**src/rtl/data_packer_stage.sv**
```systemverilog
// data_packer_stage: per-chain bypass or lane-0 scalar packing into dense N-lane words.
// Optional `DATA_PACKER_TAG_EN adds a registered tag_out = {lanes_out, chainId_out}.
module data_packer_stage #(
  parameter int N = 8,
  parameter int DATA_WIDTH = 32,
  parameter int MAX_CHAINS = 4,
  parameter int PERSONAL_CONFIG_ID = 0,
  parameter logic [MAX_CHAINS-1:0] INITIAL_FIRMWARE_MODE = '0,
  parameter logic [2*MAX_CHAINS-1:0] INITIAL_FIRMWARE_COND = '0
) (
  input  logic clk,
  input  logic resetn,
  input  logic tracing,
  input  logic valid_in,
  input  logic [1:0] eof_in,
  input  logic [1:0] bof_in,
  input  logic [$clog2(MAX_CHAINS)-1:0] chainId_in,
  input  logic [7:0] configId,
  input  logic [7:0] configData,
  input  logic [N*DATA_WIDTH-1:0] vector_in,
  output logic [N*DATA_WIDTH-1:0] vector_out,
  output logic valid_out,
  output logic [$clog2(N+1)-1:0] lanes_out,
  output logic [$clog2(MAX_CHAINS)-1:0] chainId_out
`ifdef DATA_PACKER_TAG_EN
  ,
  output logic [7:0] tag_out
`endif
);
  localparam int DW = DATA_WIDTH;
  localparam int FW = $clog2(N+1);
  localparam int CW = $clog2(MAX_CHAINS);
  logic [DW-1:0] pbuf [N];
  logic [DW-1:0] nbuf [N];
  logic [FW-1:0] fill, nfill, inc, lanes;
  logic [CW-1:0] bchain, nbchain, ochain;
  logic [7:0] bcnt;
  logic [MAX_CHAINS-1:0] fw_mode;
  logic [1:0] fw_cond [MAX_CHAINS];
  logic [N*DW-1:0] word;
  logic emit, act, flush, sw;
  logic unused_bits;
  assign unused_bits = ^{bof_in, configData[7:2]};
  assign act = tracing && valid_in;
  assign inc = fill + 1'b1;
  assign sw = fill != '0 && chainId_in != bchain;
  assign flush = (fw_cond[chainId_in] == 2'd1 && eof_in[0]) || (fw_cond[chainId_in] == 2'd2 && eof_in[1]);
  // Lanes above fill are always zero (cleared on every emit), so emitted words come out pre-padded.
  always_comb begin
    nbuf = pbuf;
    nfill = fill;
    nbchain = bchain;
    emit = 1'b0;
    word = vector_in;
    lanes = FW'(N);
    ochain = chainId_in;
    if (act && !fw_mode[chainId_in]) emit = 1'b1;
    else if (act && sw) begin
      emit = 1'b1;
      for (int k = 0; k < N; k++) word[k*DW +: DW] = pbuf[k];
      lanes = fill;
      ochain = bchain;
      nbuf = '{default: '0};
      nbuf[0] = vector_in[DW-1:0];
      nfill = FW'(1);
      nbchain = chainId_in;
    end else if (act) begin
      for (int k = 0; k < N; k++) if (FW'(k) == fill) nbuf[k] = vector_in[DW-1:0];
      nbchain = fill == '0 ? chainId_in : bchain;
      nfill = inc;
      if (inc == FW'(N) || flush) begin
        emit = 1'b1;
        for (int k = 0; k < N; k++) word[k*DW +: DW] = nbuf[k];
        lanes = inc;
        nbuf = '{default: '0};
        nfill = '0;
      end
    end
  end
  always_ff @(posedge clk) begin
    if (!resetn) begin
      pbuf <= '{default: '0};
      fill <= '0;
      bchain <= '0;
      bcnt <= '0;
      fw_mode <= INITIAL_FIRMWARE_MODE;
      for (int k = 0; k < MAX_CHAINS; k++) fw_cond[k] <= INITIAL_FIRMWARE_COND[2*k +: 2];
      vector_out <= '0;
      valid_out <= 1'b0;
      lanes_out <= '0;
      chainId_out <= '0;
`ifdef DATA_PACKER_TAG_EN
      tag_out <= '0;
`endif
    end else begin
      pbuf <= nbuf;
      fill <= nfill;
      bchain <= nbchain;
      valid_out <= emit;
      if (emit) begin
        vector_out <= word;
        lanes_out <= lanes;
        chainId_out <= ochain;
`ifdef DATA_PACKER_TAG_EN
        tag_out <= {4'(lanes), 4'(ochain)};
`endif
      end
      if (configId != 8'(PERSONAL_CONFIG_ID)) bcnt <= '0;
      else if (!tracing) begin
        bcnt <= bcnt == 8'hFF ? bcnt : bcnt + 8'd1;
        for (int k = 0; k < MAX_CHAINS; k++) begin
          if (bcnt == 8'(k)) fw_mode[k] <= configData[0];
          if (bcnt == 8'(MAX_CHAINS + k)) fw_cond[k] <= configData[1:0];
        end
      end
    end
  end
endmodule

```
**config.mk**
```make
export PLATFORM = sky130hd
export DESIGN_NAME = data_packer_stage
export DESIGN_NICKNAME = d
export VERILOG_FILES = /design/src/rtl/data_packer_stage.sv
export SDC_FILE = /design/constraint.sdc
export NUM_CORES = 1
export LEC_CHECK = 0
export CAP_MARGIN = 20
export CORE_ASPECT_RATIO = 1.2
export CORE_MARGIN = 3
export CORE_UTILIZATION = 43
export DETAILED_ROUTE_END_ITERATION = 8
export GPL_TIMING_DRIVEN = 0
export PLACE_DENSITY = 0.7
export SLEW_MARGIN = 10
export SYNTH_ARGS = -nofsm -noshare
export SYNTH_HDL_FRONTEND = slang
export SYNTH_SLANG_ARGS = --single-unit
export TNS_END_PERCENT = 30
```
**constraint.sdc**
```tcl
create_clock -name clk -period 2.87 [get_ports clk]
set_input_delay 0.4305 -clock clk [delete_from_list [all_inputs] [get_ports clk]]
set_output_delay 0.4305 -clock clk [all_outputs]
set_load 0.01 [all_outputs]
```
=== After elaboration in Yosys (flattened, before gate mapping) ===
Memories as Yosys holds them, arrays and structs flattened.
Cells that the tools add are included.

* RAM bits: 8
* Output and inout port bits: 263
* Memories kept: 1
* Input port bits: 282
* Logic and storage cells: 132
* Flip-flop bits (word level): 537

* Reduce and logical (&&, ||, !) cells: 23
* Muxes and demuxes: 58
* Bitwise gates (word level): 9
* Equality and inequality tests: 19
* Order comparisons: 1
* Add/sub/neg operators: 2

{| class="wikitable"
|+ Memories
! name !! words !! bits a word !! read ports !! clocked after memory_dff !! write ports !! line !! RTL
|-
| fw_cond || 4 || 2 || 1 || 0 || 4 || 39 || <nowiki>logic [1:0] fw_cond [MAX_CHAINS];</nowiki>
|}

{| class="wikitable"
|+ Operators with widths
! kind !! count
|-
| two-way mux 256 bit || 7
|-
| two-way mux 32 bit || 8
|-
| == test 8 x 3 -> 1 bit, second input constant || 4
|-
| two-way mux 4 bit || 7
|-
| two-way mux 1 bit || 26
|-
| two-way mux 2 bit || 9
|-
| == test 3 x 4 -> 1 bit, first input constant || 4
|-
| == test 8 x 2 -> 1 bit, second input constant || 2
|-
| AND reduction 3 bit || 5
|-
| adder 8 x 1 -> 8 bit, second input constant || 1
|-
| == test 2 x 4 -> 1 bit, first input constant || 2
|-
| == test 8 x 1 -> 1 bit, second input constant || 1
|-
| == test 8 bit, second input constant || 1
|-
| logical NOT 8 bit || 1
|-
| nonzero test 8 bit || 1
|-
| logical AND 1 bit || 6
|-
| inverter 1 bit || 5
|-
| adder 4 x 1 -> 4 bit, second input constant || 1
|-
| == test 1 x 4 -> 1 bit, first input constant || 1
|-
| == test 4 bit, second input constant || 1
|-
| logical NOT 4 bit || 1
|-
| OR 1 bit || 4
|-
| AND reduction 2 bit || 2
|-
| nonzero test 2 bit || 2
|-
| 9 further kinds || 10
|}

=== Longest topological paths before layout ===
An unclocked memory read counts as a cell.

* Depth in word-level cells: 9
* Mapped depth: 11
* Gate-level depth less buffers: 7

=== Worst setup path before layout ===
No wires, ideal clock.

* Path kind: input-to-reg
* From: input chainId_in[0]
* To: register vector_out[129]
* Arrival time: 2537 ps
* Required time: 2791 ps
* Cell stages on the path: 9
* Setup time: 79 ps
* Buffers on the path: 4
* Slack: 254 ps
* Cells stage by stage: buf_6 mux4_2 a221o_1 and2_1 buf_4 o32a_1 buf_6 buf_6 o221ai_2

* Cells in the longest elaborated chain, start to end: 9
* Elaborated cells on any way between the ends: 22
* Those cells by class: eq/ne: 3; mux: 10; reduce/logical: 8; memory: 1

{| class="wikitable"
|+ RTL lines
! what !! line !! RTL
|-
| from (decl) || 17 || <nowiki>input logic [$clog2(MAX_CHAINS)-1:0] chainId_in,</nowiki>
|-
| memory read (4 x 2 bit) || - ||
|-
| == test 2 x 1 -> 1 bit / == test 2 bit (equally long branches) || 47 || <nowiki>assign flush = (fw_cond[chainId_in] == 2'd1 && eof_in[0]) || (fw_cond[chainId_in] == 2'd2 && eof_in[1]);</nowiki>
|-
| logical AND 1 bit || 47 ||
|-
| logical OR 1 bit || 47 ||
|-
| logical OR 1 bit || 71 || <nowiki>if (inc == FW'(N) || flush) begin</nowiki>
|-
| two-way mux 256 bit / two-way mux 1 bit (equally long branches) || 71 ||
|-
| two-way mux 256 bit / two-way mux 1 bit (equally long branches) || 67 || <nowiki>end else if (act) begin</nowiki>
|-
| two-way mux 256 bit / two-way mux 1 bit (equally long branches) || 58 || <nowiki>else if (act && sw) begin</nowiki>
|-
| two-way mux 256 bit / two-way mux 1 bit (equally long branches) || 57 || <nowiki>if (act && !fw_mode[chainId_in]) emit = 1'b1;</nowiki>
|-
| to (signal assigned) || 101 || <nowiki>vector_out <= word;</nowiki>
|-
| to (decl) || 21 || <nowiki>output logic [N*DATA_WIDTH-1:0] vector_out,</nowiki>
|}

Several ways; a longest one is shown, not always the timed one. The select of a mux whose other input is x is not followed.
A chain may end at the register's enable or synchronous reset.

=== Worst setup path in the final report ===
* From: input chainId_in[1]
* To: register vector_out[24]

Same word-level chain as after synthesis.

==> metrics.txt <==
Slowest-stage cell, CP=clkbuf_1; commonest cells in the netlist=dfxtp_1, inv_1, a221oi_1, clkbuf_1, nand2_1; Final Critical Period=2.84 ns; Finished Layout Cells=3918; Rows=95; Multi-input gate area=11500 um2; Ports=545; largest net degree at the start of global routing=16; Tot Pwr=17300 uW; min-delay worst type=primary input to register; Syn Nets=2840; CTS tree=yes; Final Hold Viols=0; first-pass GRT wire length=147000 um; WHS Path Cells=3; starting density of the core=43.7%; R2R Path End=pbuf[27]$_SDFFE_PN0P_; Port Buffer Count=534; Top FF cell, synth=dfxtp_1; Peak VDD IR=474 uV; share of cells above drive strength 1=11.3%; crit-path leading delay family=buffers and inverters; CP startpoint kind=primary input; worst setup margin=0.0272 ns; clk sink count=545; 1st-iter DRT viols=2125; htree depth=2; full die area=60200 um2; Fillers=4959; Clock Skews=0.0305 ns; FF-to-FF path depth=8; warnings from Yosys=0; die width=224 um; sequential share of the synthesized area=44.7%; count of cell types in the netlist=55; GP Congestion=0.945; top cells by area, synth=dfxtp_1, a221oi_1, mux2i_1; Critical path buffers and inverters=4; register area=11000 um2; max-slew violations=0; relative slew slack=39.6%; root buffer cell=clkbuf_16; RSZ-0062 raised after global routing=true; Skew-Pair Late Insertion Delay=0.63 ns; Post-Syn Instances=2550; vias in the first global route=23600; Reg2Reg Setup Slack=0.08 ns; WP data arrival=3.33 ns; pre-CTS setup slack=-1.91 ns; Hold Buf Count CTS=0; EDFF count, synth=8; largest area contributor in the netlist=dfxtp_1; routed length per instance=25.9 um; async set or reset register ratio after synthesis=0%; Tightest Pin Transition=0.907 ns; GRT Util Overall=32.3%; flip-flop and latch count after synthesis=545; hold_sp=chainId_in[0]; clk slew on worst S/H paths=0.06 ns; Via density=6.00; CP most frequent cell=clkbuf_1; Chip Height=268 um; Highest Clock Rate=352 MHz; GRT overflow=0; Lkg Pwr=0.0117 uW; Clock Tree Buf Depth=3; Pwr Density=526 nW/um2; final wirelength=102000 um; kind of critical path=primary input to register; Area Growth Syn to Fin=34.0%; syn_area_per_cell=9.65 um2; worst hold margin=0.125 ns; status=finished clean; Worst Setup End Kind=register; Antenna Nets Post-Route=0; antenna violations before repair=5; DP HPWL=80500 um; nets@finish=3439; vias after detailed routing=23500; Worst R2R Start=fw_cond[0][0]$_SDFFCE_PN0P_; Yosys top cell area share=43.7%; crit path cell chain=clkdlybuf4s50_1 -> clkbuf_4 -> mux2_2 -> nand2_1 -> clkbuf_1 -> clkbuf_1 -> o21ai_0 -> a221oi_1; Post-Place Cells=3812; Tcrit/Tclk final=99.1%; Mapped Area=24600 um2; drt first pass iters=6; Max Cap Viol=0; Final setup violation count=0; drc violations=0; crit-path max cell delay=0.57 ns; most frequent cell after synthesis=dfxtp_1; Util after Layout=58.5%; Placeable Area=56300 um2; worst-path maximum fanout=10; Crit path required time=3.36 ns; cts bufs inserted=54; hold endpoint=bchain[0]$_SDFFE_PN0P_
[per-stage QoR]
stage,TNS (ns),area (um2)
3_3_place_gp,-503.89,30900
6_report,0,33000
2_1_floorplan,0,24600
3_5_place_dp,-526.69,30900
4_1_cts,-0.0367,32800
5_1_grt,-0.190,33000
[metal layers]
layer  track usage (%)  part of all wire, %  vias up
met5                 0                0.036        -
met4              14.4                  4.6        6
met3              6.72                  7.7      225
met2              58.1                   50     1103
met1              37.1                   38    11400
li1                  -                    -    10800
[worst reg2reg max path, delay by kind of cell (launching register included)]
family	cells	cell delay, ns
buffers and inverters	3	0.70
multiplexers	1	0.49
AO/OA/AOI/OAI	3	0.97
flip-flops	1	0.37
AND/OR/NAND/NOR	1	0.19
[logic make-up after synthesis]
| family | synth area share (%) |
|---|---|
| muxes | 7.15 |
| and+or+nand+nor | 7.76 |
| adders and majority gates | 0.407 |
| AOI/OAI and AO/OA | 30.4 |
| DFF | 44.7 |
| buffers and inverters | 9.16 |
| xor gates and xnor gates | 0.463 |
[power by group]
group / internal, uW / total [uW] / switching (uW)
logic: 1060 / 2310 / 1250
clock network: 3900 / 7090 / 3180
registers: 7810 / 7950 / 144
total: 12800 / 17300 / 4580
[sequential cells by signal, indices dropped and copies added (netlist names)]
register / cells
valid_out: 1
lanes_out: 4
chainId_out: 2
fill: 4
bchain: 2
bcnt: 8
fw_mode: 4
pbuf: 256
vector_out: 256
fw_cond: 8
[how the worst max path moves through the flow]
| stage | from | end | slack (ns) | cells after the start |
|---|---|---|---|---|
| 6_report | chainId_in[1] | vector_out[24]$_SDFFE_PN0P_ | 0.03 | 8 |
| 5_1_grt | fill[0]$_SDFFE_PN0P_ | vector_out[123]$_SDFFE_PN0P_ | -0.02 | 11 |
| 4_1_cts | fill[2]$_SDFFE_PN0P_ | vector_out[182]$_SDFFE_PN0P_ | -0.02 | 7 |
| 3_5_place_dp | tracing | vector_out[161]$_SDFFE_PN0P_ | -1.91 | 10 |
| 3_3_place_gp | tracing | vector_out[161]$_SDFFE_PN0P_ | -1.84 | 10 |
| 2_1_floorplan | chainId_in[0] | vector_out[129]$_SDFFE_PN0P_ | 0.25 | 9 |
[timing repair]
action | CTS | global route
gates resized for setup | 100 | 62
setup buffers | 6 | 3
pin swaps | 4 | 2
gates cloned | 0 | 1
endpoints found under the setup margin | 511 | 458
[cell type report]
cell class | instances | share of cell area, %
multi-input combinational | 1453 | 34.9
inverter | 264 | 3.00
clock inverter | 23 | 0.785
timing repair buffer | 545 | 16.4
tap | 727 | 2.76
clock buffer | 69 | 4.36
buffer | 286 | 4.41
antenna | 6 | 0.0455
sequential | 545 | 33.3
[placed cells by master, fill, tap and decap left out, drive strengths merged, types with 4 or more instances in the layout]
master / count
a32o: 129
o211a: 4
a21oi: 38
a211oi: 5
o31a: 31
o221ai: 129
diode: 6
nand2: 195
mux2i: 168
nand3: 12
clkinv: 11
inv: 268
buf: 70
and3: 103
and2: 9
o21ai: 172
bufinv: 4
a221oi: 225
dfxtp: 537
nand4: 7
xor2: 7
nor3: 5
clkdlybuf4s50: 534
clkinvlp: 4
nor2: 64
edfxtp: 8
ha: 8
o211ai: 4
clkbuf: 296
xnor2: 6
o2bb2ai: 96
No activity file was read; power rests on OpenSTA's default activity.
